--- src/rtl/avalon_st_gen_pkg.sv ---
// Shared definitions for the Avalon-ST frame generator.
// Register map, FSM encoding, length defaults and LFSR constants.
package avalon_st_gen_pkg;

    localparam int DEF_MIN_LEN = 64;
    localparam int DEF_MAX_LEN = 1518;

    localparam logic [3:0] REG_NUM_PKTS = 4'd0;
    localparam logic [3:0] REG_PKT_LEN  = 4'd1;
    localparam logic [3:0] REG_CONFIG   = 4'd2;
    localparam logic [3:0] REG_START    = 4'd3;
    localparam logic [3:0] REG_STOP     = 4'd4;
    localparam logic [3:0] REG_STATUS   = 4'd5;
    localparam logic [3:0] REG_TX_CNT   = 4'd6;
    localparam logic [3:0] REG_DST_LO   = 4'd7;
    localparam logic [3:0] REG_MAC_HI   = 4'd8;
    localparam logic [3:0] REG_SRC_LO   = 4'd9;

    // x^16 + x^14 + x^13 + x^11 + 1, shift-left Fibonacci form
    localparam logic [15:0] LFSR_TAPS = 16'hB400;
    localparam logic [15:0] LFSR_SEED = 16'hACE1;

    typedef enum logic [2:0] {
        S_IDLE,
        S_HDR0,
        S_HDR1,
        S_PAYLOAD,
        S_DONE
    } state_e;

    function automatic logic [13:0] clamp_len(
        input logic [31:0] v,
        input int          lo,
        input int          hi
    );
        if (v < 32'(lo)) return 14'(lo);
        if (v > 32'(hi)) return 14'(hi);
        return 14'(v);
    endfunction

endpackage

--- src/rtl/avalon_st_gen_lfsr.sv ---
// 16-bit Fibonacci LFSR that advances one step per asserted step.
module avalon_st_gen_lfsr
    import avalon_st_gen_pkg::*;
(
    input  logic        clk,
    input  logic        reset,
    input  logic        step,
    output logic [15:0] value
);

    logic [15:0] lfsr_q;
    logic [15:0] lfsr_d;

    always_comb begin
        lfsr_d = lfsr_q;
        if (step) lfsr_d = {lfsr_q[14:0], ^(lfsr_q & LFSR_TAPS)};
    end

    always_ff @(posedge clk or negedge reset) begin
        if (!reset) lfsr_q <= LFSR_SEED;
        else        lfsr_q <= lfsr_d;
    end

    assign value = lfsr_q;

endmodule

--- src/rtl/avalon_st_gen.sv ---
// Avalon-ST Ethernet test frame generator with Avalon-MM control.
// Random frame length is built in when AVALON_ST_GEN_RANDLEN_EN is defined.
module avalon_st_gen
    import avalon_st_gen_pkg::*;
#(
    parameter int MIN_LEN = DEF_MIN_LEN,
    parameter int MAX_LEN = DEF_MAX_LEN
) (
    input  logic        clk,
    input  logic        reset,
    input  logic [3:0]  avalon_mm_address,
    input  logic        avalon_mm_write,
    input  logic        avalon_mm_read,
    input  logic [31:0] avalon_mm_writedata,
    output logic [31:0] avalon_mm_readdata,
    output logic [63:0] avalon_st_tx_data,
    output logic        avalon_st_tx_valid,
    output logic        avalon_st_tx_sop,
    output logic        avalon_st_tx_eop,
    output logic        avalon_st_tx_error,
    output logic [2:0]  avalon_st_tx_empty,
    input  logic        avalon_st_tx_ready,
    output logic        gen_active,
    output logic        gen_done
);

    localparam logic [13:0] MIN_L = 14'(MIN_LEN);
`ifdef AVALON_ST_GEN_RANDLEN_EN
    localparam logic [13:0] MAX_L    = 14'(MAX_LEN);
    localparam logic [1:0]  CFG_MASK = 2'b11;
`else
    localparam logic [1:0]  CFG_MASK = 2'b10;
`endif

    logic [31:0] num_pkts_q;
    logic [13:0] pkt_len_q;
    logic [1:0]  cfg_q;
    logic [47:0] dst_mac_q;
    logic [47:0] src_mac_q;
    logic [31:0] rd_q, rd_d;

    state_e      state_q, state_d;
    logic [13:0] len_q, len_d;
    logic [10:0] rem_q, rem_d;
    logic [15:0] seq_q, seq_d;
    logic [7:0]  pat_q, pat_d;
    logic [31:0] cnt_q, cnt_d;
    logic        stop_q, stop_d;
    logic [63:0] data_q, data_d;
    logic        valid_q, valid_d;
    logic        sop_q, sop_d;
    logic        eop_q, eop_d;
    logic [2:0]  empty_q, empty_d;

    logic        wr_start, wr_stop;
    logic        adv, eof_acc, finish;
    logic        start_run, load_frame;
    logic [13:0] frame_len;
    logic [63:0] pay_word;

    assign wr_start = avalon_mm_write && avalon_mm_address == REG_START
                   && avalon_mm_writedata[0];
    assign wr_stop  = avalon_mm_write && avalon_mm_address == REG_STOP
                   && avalon_mm_writedata[0];

    assign gen_active = state_q == S_HDR0 || state_q == S_HDR1
                     || state_q == S_PAYLOAD;
    assign gen_done   = state_q == S_DONE;

    always_ff @(posedge clk or negedge reset) begin
        if (!reset) begin
            num_pkts_q <= '0;
            pkt_len_q  <= MIN_L;
            cfg_q      <= '0;
            dst_mac_q  <= '0;
            src_mac_q  <= '0;
        end else if (avalon_mm_write) begin
            case (avalon_mm_address)
                REG_NUM_PKTS: num_pkts_q <= avalon_mm_writedata;
                REG_PKT_LEN:  pkt_len_q  <= clamp_len(avalon_mm_writedata,
                                                      MIN_LEN, MAX_LEN);
                REG_CONFIG:   cfg_q <= avalon_mm_writedata[1:0] & CFG_MASK;
                REG_DST_LO:   dst_mac_q[31:0] <= avalon_mm_writedata;
                REG_MAC_HI: begin
                    dst_mac_q[47:32] <= avalon_mm_writedata[31:16];
                    src_mac_q[47:32] <= avalon_mm_writedata[15:0];
                end
                REG_SRC_LO:   src_mac_q[31:0] <= avalon_mm_writedata;
                default: ;
            endcase
        end
    end

    always_comb begin
        rd_d = '0;
        case (avalon_mm_address)
            REG_NUM_PKTS: rd_d = num_pkts_q;
            REG_PKT_LEN:  rd_d = {18'd0, pkt_len_q};
            REG_CONFIG:   rd_d = {30'd0, cfg_q};
            REG_STATUS:   rd_d = {30'd0, gen_done, gen_active};
            REG_TX_CNT:   rd_d = cnt_q;
            REG_DST_LO:   rd_d = dst_mac_q[31:0];
            REG_MAC_HI:   rd_d = {dst_mac_q[47:32], src_mac_q[47:32]};
            REG_SRC_LO:   rd_d = src_mac_q[31:0];
            default:      rd_d = '0;
        endcase
    end

`ifdef AVALON_ST_GEN_RANDLEN_EN
    logic [15:0] lfsr_val;
    logic [14:0] rnd_len;

    avalon_st_gen_lfsr u_lfsr (
        .clk   (clk),
        .reset (reset),
        .step  (load_frame && cfg_q[0]),
        .value (lfsr_val)
    );

    assign rnd_len   = {1'b0, MIN_L} + {5'd0, lfsr_val[9:0]};
    assign frame_len = !cfg_q[0]               ? pkt_len_q :
                       rnd_len > {1'b0, MAX_L} ? MAX_L     :
                                                 rnd_len[13:0];
`else
    assign frame_len = pkt_len_q;
`endif

    assign adv       = valid_q && avalon_st_tx_ready;
    assign eof_acc   = state_q == S_PAYLOAD && adv && rem_q == 11'd0;
    assign finish    = eof_acc && (stop_q || wr_stop
                    || (num_pkts_q != '0 && cnt_q + 32'd1 == num_pkts_q));
    assign start_run = wr_start && (state_q == S_IDLE || state_q == S_DONE);
    assign load_frame = start_run || (eof_acc && !finish);

    // Pattern byte equals its payload offset; offsets 0-1 hold the sequence
    always_comb begin
        pay_word = '0;
        for (int j = 0; j < 8; j++)
            pay_word[63-8*j -: 8] = cfg_q[1] ? 8'h55 : pat_q + 8'(j);
    end

    always_comb begin
        state_d = state_q;
        len_d   = len_q;
        rem_d   = rem_q;
        seq_d   = seq_q;
        pat_d   = pat_q;
        cnt_d   = cnt_q;
        stop_d  = stop_q;
        data_d  = data_q;
        valid_d = valid_q;
        sop_d   = sop_q;
        eop_d   = eop_q;
        empty_d = empty_q;
        if (wr_stop && gen_active) stop_d = 1'b1;
        unique case (state_q)
            S_IDLE, S_DONE: begin
                if (start_run) begin
                    cnt_d  = '0;
                    seq_d  = '0;
                    stop_d = 1'b0;
                end
            end
            S_HDR0: begin
                if (adv) begin
                    state_d = S_HDR1;
                    data_d  = {src_mac_q[31:0],
                               {2'b00, len_q} - 16'd14, seq_q};
                    sop_d   = 1'b0;
                    rem_d   = rem_q - 11'd1;
                end
            end
            S_HDR1, S_PAYLOAD: begin
                if (adv && rem_q != 11'd0) begin
                    state_d = S_PAYLOAD;
                    data_d  = pay_word;
                    pat_d   = pat_q + 8'd8;
                    rem_d   = rem_q - 11'd1;
                    eop_d   = rem_q == 11'd1;
                    empty_d = rem_q == 11'd1 ? 3'd0 - len_q[2:0] : 3'd0;
                end else if (eof_acc) begin
                    cnt_d = cnt_q + 32'd1;
                    seq_d = seq_q + 16'd1;
                    if (finish) begin
                        state_d = S_DONE;
                        stop_d  = 1'b0;
                        data_d  = '0;
                        valid_d = 1'b0;
                        eop_d   = 1'b0;
                        empty_d = '0;
                    end
                end
            end
            default: ;
        endcase
        if (load_frame) begin
            state_d = S_HDR0;
            len_d   = frame_len;
            rem_d   = 11'((frame_len - 14'd1) >> 3);
            pat_d   = 8'd2;
            data_d  = {dst_mac_q, src_mac_q[47:32]};
            valid_d = 1'b1;
            sop_d   = 1'b1;
            eop_d   = 1'b0;
            empty_d = '0;
        end
    end

    always_ff @(posedge clk or negedge reset) begin
        if (!reset) begin
            state_q <= S_IDLE;
            len_q   <= '0;
            rem_q   <= '0;
            seq_q   <= '0;
            pat_q   <= '0;
            cnt_q   <= '0;
            stop_q  <= 1'b0;
            data_q  <= '0;
            valid_q <= 1'b0;
            sop_q   <= 1'b0;
            eop_q   <= 1'b0;
            empty_q <= '0;
            rd_q    <= '0;
        end else begin
            state_q <= state_d;
            len_q   <= len_d;
            rem_q   <= rem_d;
            seq_q   <= seq_d;
            pat_q   <= pat_d;
            cnt_q   <= cnt_d;
            stop_q  <= stop_d;
            data_q  <= data_d;
            valid_q <= valid_d;
            sop_q   <= sop_d;
            eop_q   <= eop_d;
            empty_q <= empty_d;
            if (avalon_mm_read) rd_q <= rd_d;
        end
    end

    assign avalon_mm_readdata = rd_q;
    assign avalon_st_tx_data  = data_q;
    assign avalon_st_tx_valid = valid_q;
    assign avalon_st_tx_sop   = sop_q;
    assign avalon_st_tx_eop   = eop_q;
    assign avalon_st_tx_empty = empty_q;
    assign avalon_st_tx_error = 1'b0;

endmodule

--- config.mk ---
export PLATFORM = sky130hd
export DESIGN_NAME = avalon_st_gen
export DESIGN_NICKNAME = d
export VERILOG_FILES = /design/src/rtl/avalon_st_gen_pkg.sv /design/src/rtl/avalon_st_gen_lfsr.sv /design/src/rtl/avalon_st_gen.sv
export SDC_FILE = /design/constraint.sdc
export NUM_CORES = 1
export LEC_CHECK = 0
export CORE_MARGIN = 5
export CORE_UTILIZATION = 30
export DETAILED_ROUTE_END_ITERATION = 10
export PLACE_DENSITY = 0.44
export SLEW_MARGIN = 20
export SYNTH_ARGS = -nofsm -noshare
export SYNTH_HDL_FRONTEND = slang
export SYNTH_SLANG_ARGS = --single-unit
--- constraint.sdc ---
create_clock -name clk -period 4.8 [get_ports clk]
set_input_delay 0.72 -clock clk [delete_from_list [all_inputs] [get_ports clk]]
set_output_delay 0.72 -clock clk [all_outputs]
set_load 0.05 [all_outputs]
Yosys cells after proc, flatten, opt, wreduce, memory -nomap -nowiden
Cells that the tools add are included.

storage, ports and cells
  flip-flop bits (word level) = 330
  bits of input ports = 41
  output and inout bits = 105
  word-level logic and storage cells = 179

cells by class
  add/sub/neg operators = 14
  $lt $le $gt $ge = 2
  equality and inequality tests = 23
  muxes and demuxes = 70
  reductions and logical operators = 50

operators with widths
  operator                                                     number
  2-to-1 mux 64 bit                                            5
  case mux 32 bit (8 select lines)                             1
  case mux 64 bit (2 select lines)                             1
  2-to-1 mux 32 bit                                            3
  2-to-1 mux 8 bit                                             11
  case mux 32 bit (2 select lines)                             1
  2-to-1 mux 14 bit                                            4
  2-to-1 mux 16 bit                                            3
  2-to-1 mux 11 bit                                            3
  2-to-1 mux 3 bit                                             11
  adder 32 x 1 -> 32 bit, second input constant                1
  adder 8 x 3 -> 8 bit, second input constant                  4
  == test 32 bit                                               1
  > comparator 32 x 11 -> 1 bit, second input constant         1
  less-than comparator 32 x 7 -> 1 bit, second input constant  1
  case mux 16 bit (2 select lines)                             1
  nonzero test 32 bit                                          1
  2-to-1 mux 1 bit                                             23
  case mux 11 bit (2 select lines)                             1
  adder 16 x 1 -> 16 bit, second input constant                1
  adder 8 x 2 -> 8 bit, second input constant                  2
  == test 4 x 3 -> 1 bit, second input constant                4
  AND reduction 2 bit                                          8
  subtractor 14 x 4 -> 15 bit, second input constant           1
  other kinds (29)                                             66

Longest topological paths before layout
Gate-level depths: netlist of the first run.

  depth after elaboration = 11
  mapped depth = 13

Worst setup path before layout of the first run
Ideal clock, no wire load.

  path type = input-to-reg
  start = in avalon_mm_write
  end = reg data_q[0], in the netlist avalon_st_tx_data[0]
  setup time = 123 ps
  arrival = 3091 ps
  data required time = 4677 ps
  setup slack = 1586 ps
  stages on the path = 12
  path buffers = 3
  cells stage by stage = buf_2 -> and4_1 -> and3_1 -> buf_2 -> a2111o_1 -> a2111oi_0 -> nand4_1 -> nor4_2 -> a31oi_4 -> buf_4 -> a2111o_1 -> o221a_2

between the ends
  word-level cells in the longest chain between the ends = 10

RTL lines
  what                                             line                  text
  from (decl)                                      avalon_st_gen.sv:12   input logic avalon_mm_write,
  logical AND 1 bit                                avalon_st_gen.sv:63   assign wr_stop = avalon_mm_write && avalon_mm_address == REG_STOP
  logical AND 1 bit                                avalon_st_gen.sv:64   && avalon_mm_writedata[0];
  logical OR 1 bit                                 avalon_st_gen.sv:130  assign finish = eof_acc && (stop_q || wr_stop
  logical OR 1 bit                                 avalon_st_gen.sv:131  || (num_pkts_q != '0 && cnt_q + 32'd1 == num_pkts_q));
  logical AND 1 bit                                avalon_st_gen.sv:130
  zero test 1 bit                                  avalon_st_gen.sv:133  assign load_frame = start_run || (eof_acc && !finish);
  logical AND 1 bit                                avalon_st_gen.sv:133
  logical OR 1 bit                                 avalon_st_gen.sv:133
  != test 4 bit (no line) (tied with other cells)  --
  AND reduction 4 bit (no line)                    --
  to (signal assigned)                             avalon_st_gen.sv:232  data_q <= data_d;
  to (decl)                                        avalon_st_gen.sv:49   logic [63:0] data_q, data_d;

Parallel ways exist; a longest one is shown, timed or not.
A chain may end at the register's enable or synchronous reset.

Final worst setup path of the first run
  start = reg cnt_q[3]
  end = reg data_q[18], in the netlist avalon_st_tx_data[18]

between the ends
  word-level cells in the longest chain between the ends = 10

RTL lines
  what                                             line                  text
  from (decl)                                      avalon_st_gen.sv:47   logic [31:0] cnt_q, cnt_d;
  from (signal assigned)                           avalon_st_gen.sv:230  cnt_q <= cnt_d;
  adder 32 x 1 -> 32 bit (*)                       avalon_st_gen.sv:131
  == test 32 bit (*)                               avalon_st_gen.sv:131
  logical AND 1 bit (*)                            avalon_st_gen.sv:131
  logical OR 1 bit (*)                             avalon_st_gen.sv:131
  logical AND 1 bit (*)                            avalon_st_gen.sv:130
  zero test 1 bit                                  avalon_st_gen.sv:133
  logical AND 1 bit                                avalon_st_gen.sv:133
  logical OR 1 bit                                 avalon_st_gen.sv:133
  != test 4 bit (no line) (tied with other cells)  --
  AND reduction 4 bit (no line)                    --

Every way passes the cells marked *; elsewhere a longest branch is shown, timed or not.

==> results of run 1 <==
## worst min-delay path by stage
stage	from	to	slack (ns)	depth (start not counted)
6_report	reset	rem_q[4]	0.16	1
5_1_grt	reset	rem_q[5]	0.25	1
4_1_cts	reset	rem_q[5]	0.22	1
3_5_place_dp	avalon_st_tx_eop	avalon_st_tx_eop	0.48	1
3_3_place_gp	avalon_st_tx_eop	avalon_st_tx_eop	0.48	1
2_1_floorplan	reset	avalon_mm_readdata[0]	0.42	0
## Yosys cell counts (all sizes together), types with 5 or more instances
cell    instances
dfrtp         327
nand2         192
mux2          138
nor2          137
o21ai         109
clkbuf         70
inv            53
a22oi          52
a31oi          52
xnor2          46
a21oi          42
buf            36
xor2           35
nand4          29
nand3          28
nor3           28
a21o           23
nor4           23
a222oi         19
o31ai          19
nand2b         12
or3            12
o221a          11
a221oi         10
and2           10
and3           10
a31o            9
a211o           8
ha              8
mux2i           7
nor2b           7
o21a            7
o22ai           7
and4            6
a2111o          5
a22o            5
## where the power goes
part | total [W] | switching (W) | internal, W
registers | 0.00428 | 0.000840 | 0.00344
clock network | 0.00295 | 0.00124 | 0.00171
logic | 0.00363 | 0.00229 | 0.00134
## flip-flops by register name, summed over array words and instances (netlist names)
name / cells
stop_q: 1
avalon_st_tx_valid: 1
rem_q: 11
avalon_mm_readdata: 32
avalon_st_tx_empty: 3
src_mac_q: 48
cfg_q: 1
frame_len: 14
seq_q: 16
cnt_q: 32
len_q: 14
avalon_st_tx_sop: 1
state_q: 3
dst_mac_q: 48
num_pkts_q: 32
pat_q: 6
avalon_st_tx_eop: 1
avalon_st_tx_data: 64
## metal layers
metal	vias to the layer above	track usage [%]	share of wire, %
met5	-	0	0
met2	397	34.6	47
met4	0	5.91	2.8
met1	7036	30.3	45
met3	76	3.84	5.1
li1	6148	-	-
## logic make-up (layout without fill, tap and decap cells)
group / after synthesis / after routing
compound gates: 399 / 399
xor+xnor: 81 / 81
fa+ha+maj: 8 / 8
buf+inv: 159 / 305
flops: 328 / 328
mux: 145 / 145
other cells: 1 / 1
simple gates: 513 / 513
## layout make-up
class / instances / share of cell area [%]
timing repair buffer: 183 / 8.88
tap: 704 / 4.40
sequential: 328 / 41.0
inverter: 53 / 0.995
clock inverter: 7 / 0.244
clock buffer: 62 / 5.98
multi-input combinational: 1147 / 38.4
## critical path, stage by stage (launching register included)
cell	delay, ns
dfrtp_1	0.55
nand4_2	0.46
nor3_4	0.57
nand2_1	0.30
nor4_1	0.33
a311oi_1	0.09
a21oi_1	0.40
a31oi_4	0.15
buf_12	0.22
a2111o_1	0.45
o221a_2	0.12
## through the flow
stage	setup slack, ns	instance area, µm²	hold slack, ns
final	0.917	20000	0.161
after global routing	0.719	20000	0.246
after CTS	0.969	20000	0.216
after detailed placement	0.615	18800	0.483
after global placement	0.665	18800	0.478
after floorplan	1.59	16500	0.424
==> key figures, run 1 <==
Critical path
  • Crit path required time: 5.24 ns
  • Worst R2R Path Depth: 10
  • Worst Setup SP: cnt_q[3]
  • CP Max Fanout: 84
  • Capture instance of the worst register-to-register path: avalon_st_tx_data[18]
  • Crit. End Element: flip-flop
  • Crit path DAT: 4.32 ns
  • Worst Setup EP: avalon_st_tx_data[18]
  • Worst reg2reg path startpoint: cnt_q[3]
  • Worst reg2reg setup slack: 0.92 ns
  • WS Path Type: flip-flop to flip-flop
  • CP startpoint kind: flip-flop

Logic synthesis
  • Syn Area/Cell: 10.1 µm²
  • Post-synthesis adder-cell area fraction: 0.607%
  • Synth area leader: dfrtp_1
  • Post-Synth Simple-Gate Area: 15.0%
  • Mapped Cells: 1,634
  • Post-synthesis compound-gate area fraction: 16.6%
  • Post-Synth XOR/XNOR Area: 4.30%
  • Flops & latches, synth: 328
  • Synth unique cells: 76
  • Post-Syn Nets: 1,683
  • Asr flop ratio synth: 100%
  • Mux contribution to synthesized area: 9.85%
  • Number of synthesized flops with an enable pin: 0
  • Sequential fraction of the synthesis area: 49.8%
  • Largest family of logic cells by synthesized area: compound AO/OA/AOI/OAI gates
  • Top_reg_cell synth: dfrtp_1
  • Mapped cell area: 0.0165 mm²
  • Yosys warning count: 0
  • Post-synth top area share: 49.6%
  • Main area contributors after synthesis: dfrtp_1 50%, mux2_2 9.4%, nand2_1 4.3%

Finish
  • Antenna diodes: 0
  • Final core area utilization: 36.5%
  • Fin cells: 2,484
  • Highest-count cells in the layout ignoring fill and taps: 327 x dfrtp_1, 191 x nand2_1, 143 x clkdlybuf4s50_1
  • P&R area growth vs syn: 21.3%
  • Leading cell type in the layout, fill and taps excluded: dfrtp_1
  • FF/Latch Area: 0.00821 mm²
  • Fin nets: 1,802
  • Multi-input gate area: 0.00769 mm²
  • Share of layout cells above drive strength 1: 15.9%
  • Filler cells: 5,535

Run status
  • Status: finished, final reports clean

Drt
  • DRC: 0
  • WL per Instance: 26.5 µm
  • DRT iter0 DRCs: 1,259
  • Total wire length: 65,700 µm
  • Initial DRT Pass Iterations: 6
  • Antenna Nets Post-Route: 0
  • Drt via density: 5.50
  • Vias: 13,700

Power
  • Leakage power: 8.09 nW
  • Max VDD drop: 302 µV
  • Final Power: 0.0109 W
  • PD cells: 543 mW/mm²

Placement
  • Dpl hpwl: 47,500 µm
  • Dpl cells: 2,415
  • RD Place Congestion: 0.873
  • IO Port Bufs: 144

Timing
  • Fin Setup TNS: 0 ns
  • Unrepaired setup endpoints after global routing: no
  • Final Cycle Share: 80.9%
  • Slew Limit Fails: 0
  • Worst slew pin tran: 0.931 ns
  • Layout Skew: 0.0201 ns
  • Endpoints failing setup: 0
  • Max Fclk: 258 MHz
  • Final hold vios: 0
  • Post-layout min period: 3.88 ns
  • Worst rel slew slack: 37.9%

Floorplanning
  • Die Width: 244 µm
  • Core Box Area: 0.0548 mm²
  • Overall die height: 244 µm
  • I/O pins: 146
  • Rows: 86
  • Initial Util: 30.1%
  • Die Footprint: 0.0597 mm²

Global route
  • Number of global-route vias before repair: 13,500
  • Largest net degree at the start of global routing: 94
  • Total track usage: 21.6%
  • First-pass GRT wire length: 96,800 µm
  • Global route total overflow: 0
  • Initial antenna violation count: 1

Clock network
  • # clock sinks: 328
  • Clk_lat worst skew: 0.56 ns
  • CTS Root Cell: clkbuf_16
  • CTS Buf Count: 40
  • CTS tree: done
  • Bufs on Longest Clock Path: 3
  • Post CTS Setup Buffer Count: 0
  • Clock slew at reported path FFs: 0.05 ns
  • CTS H-Tree Depth: 2
  • Post-CTS Hold Fix Bufs: 0
  • Post-CTS sizing: 0

Worst hold path
  • Min-Delay Path Class: input pin to asynchronous set/reset pin

Job
  • Max_cap viols: 0
Note: power is estimated with default switching activity, not from simulation.
==> run 2: changes to the inputs <==
==> constraint.sdc (replaced) <==
create_clock -name clk -period 3.69 [get_ports clk]
set_input_delay 0.5535 -clock clk [delete_from_list [all_inputs] [get_ports clk]]
set_output_delay 0.5535 -clock clk [all_outputs]
set_load 0.05 [all_outputs]
==> run 2 against run 1 <==
The flow now finishes with violations (hold timing). Sequential power up 29%. Critical path depth grew 3. Worst hold slack got worse by 0.18 ns. Utilization rose by 1.0 points. Critical path type unchanged. Critical endpoint is now avalon_st_tx_data[31]. Largest cell class unchanged.
==> key figures, run 2 (synthesis gave the netlist of run 1 again) <==
Run status
  • Status: complete, but fails checks
  • Failing checks: hold timing

Timing
  • Layout Skew: 0.0196 ns (-0.000526 ns)
  • Unrepaired setup endpoints after global routing: no
  • Final Cycle Share: 93.5% (+13 points)
  • Post-layout min period: 3.45 ns (-0.432 ns)
  • Slew Limit Fails: 0 (unchanged)
  • Worst slew pin tran: 1.16 ns (+0.224 ns)
  • Min Hold Slack: -0.0160 ns (-0.177 ns)
  • Max Fclk: 290 MHz (+13%)
  • Final hold vios: 3 (+3)
  • Endpoints failing setup: 0 (unchanged)
  • Fin Setup TNS: 0 ns (unchanged)
  • Worst rel slew slack: 23.0% (-15 points)

Critical path
  • Crit. End Element: flip-flop
  • Worst Setup SP: cnt_q[1]
  • WS Path Type: flip-flop to flip-flop
  • Crit path DAT: 3.92 ns (-0.40 ns)
  • Crit path required time: 4.16 ns (-1.08 ns)
  • Worst reg2reg path startpoint: cnt_q[1]
  • CP Max Fanout: 24 (-71%)
  • Worst reg2reg setup slack: 0.24 ns (-0.68 ns)
  • CP startpoint kind: flip-flop
  • Worst R2R Path Depth: 13 (+3)
  • Capture instance of the worst register-to-register path: avalon_st_tx_data[31]

Clock network
  • # clock sinks: 328 (unchanged)
  • Bufs on Longest Clock Path: 3 (unchanged)
  • Clock slew at reported path FFs: 0.06 ns (about the same)
  • CTS Buf Count: 40 (unchanged)
  • CTS Root Cell: clkbuf_16
  • CTS tree: done
  • CTS H-Tree Depth: 2 (unchanged)
  • Post-CTS Hold Fix Bufs: 0 (unchanged)
  • Clk_lat worst skew: 0.56 ns (about the same)

Global route
  • Largest net degree at the start of global routing: 84 (-11%)
  • Initial antenna violation count: 1 (unchanged)
  • Total track usage: 21.6% (+0.081 points)
  • Global route total overflow: 0 (unchanged)
  • Number of global-route vias before repair: 14,100 (+3.9%)
  • First-pass GRT wire length: 97,700 µm (+0.91%)

Finish
  • Highest-count cells in the layout ignoring fill and taps: 327 x dfrtp_1, 190 x nand2_1, 143 x clkdlybuf4s50_1
  • P&R area growth vs syn: 24.7%
  • Fin nets: 1,856 (+3.0%)
  • Design Area, Final: 0.0206 mm² (+2.8%)
  • Fin cells: 2,543 (+2.4%)
  • Share of layout cells above drive strength 1: 18.8% (+2.9 points)
  • Leading cell type in the layout, fill and taps excluded: dfrtp_1
  • Filler cells: 5,452 (-1.5%)
  • Antenna diodes: 0 (unchanged)
  • Max reg flops: 64 (unchanged)

Floorplanning
  • Overall die height: 244 µm (unchanged)
  • Rows: 86 (unchanged)
  • Die Footprint: 0.0597 mm² (unchanged)
  • Initial Util: 30.1% (unchanged)
  • I/O pins: 146 (unchanged)
  • Core Box Area: 0.0548 mm² (unchanged)
  • Die Width: 244 µm (unchanged)

Power
  • Final Power: 0.0143 W (+32%)
  • Max VDD drop: 438 µV (+45%)
  • PD cells: 696 mW/mm² (+28%)
  • Leakage power: 8.43 nW (+4.2%)

Placement
  • Dpl hpwl: 48,200 µm (+1.6%)
  • DP Area: 0.0192 mm² (+2.5%)
  • Dpl cells: 2,469 (+2.2%)
  • IO Port Bufs: 144 (unchanged)
  • RD Place Congestion: 0.878 (+0.49%)

Job
  • Max_cap viols: 0 (unchanged)

Drt
  • DRC: 0 (unchanged)
  • Vias: 13,900 (+2.1%)
  • Total wire length: 66,000 µm (+0.40%)
  • DRT iter0 DRCs: 1,146 (-9.0%)
  • Initial DRT Pass Iterations: 7 (+1)
  • Drt via density: 5.48 (-0.25%)
  • WL per Instance: 25.9 µm (-1.9%)
  • Antenna Nets Post-Route: 0 (unchanged)

Worst hold path
  • Min-Delay Path Class: input pin to asynchronous set/reset pin
==> run 2: cell types whose count changed in the layout (fill, tap and decap cells not counted), sizes merged <==
cell,change
buf,+54
clkbuf,+3
inv,+2
bufinv,+1
clkinvlp,-1
==> run 2: layer usage <==
metal  GRT usage, %  share of wire [%]  up-vias
met5              0                  0        -
met4           7.41                3.5        0
met3           2.95                4.5      100
met2           35.3                 47      419
met1           29.9                 45     7149
li1               -                  -     6279
==> run 2: area by class of cell <==
cell class | count | area [µm²] | area share (%)
clock buffer | 65 | 1230 | 5.97
multi-input combinational | 1147 | 7700 | 37.5
inverter | 53 | 199 | 0.968
timing repair buffer | 237 | 2260 | 11.0
clock inverter | 9 | 77.6 | 0.377
tap | 704 | 881 | 4.29
sequential | 328 | 8210 | 39.9
==> run 2: repair_timing <==
item | 4_1_cts | 5_1_grt
buffers inserted | 0 | 0
resized for setup | 0 | 5
setup endpoints to repair | 0 | 33
==> run 2: metrics by stage <==
step	setup slack, ns	utilization, %	hold slack, ns
after floorplan	0.642	-	0.258
after global placement	-0.0264	35.1	0.474
after detailed placement	-0.0889	35.1	0.486
after CTS	0.180	37.5	0.0141
after global routing	0.00286	37.5	0.0371
final	0.239	37.5	-0.0160
==> run 2: worst max-delay path by stage <==
stage / endpoint / slack [ns] / depth (start not counted)
after floorplan: avalon_st_tx_data[0] / 0.64 / 12
after global placement: rem_q[10] / -0.03 / 14
after detailed placement: avalon_st_tx_data[31] / -0.09 / 14
after CTS: avalon_st_tx_data[31] / 0.18 / 13
after global routing: avalon_st_tx_data[30] / 0.003 / 13
final: avalon_st_tx_data[31] / 0.24 / 13
==> run 2: where the power goes <==
part	internal, W	leakage (nW)	switching [W]	total [W]
Combinational	0.00179	3.64	0.00302	0.00482
Sequential	0.00448	4.14	0.00105	0.00552
Clock	0.00234	0.646	0.00162	0.00396
==> run 2: critical path, stage by stage (launching register included) <==
cell and delay [ns]:
dfrtp_1 0.47, ha_1 0.32, nand2_2 0.19, nor3_4 0.37
buf_4 0.20, a31oi_1 0.08, a31oi_1 0.19, nand4_1 0.16
nor4_2 0.39, a31oi_4 0.13, buf_12 0.19, buf_12 0.18
nand4b_1 0.23, a31oi_1 0.22
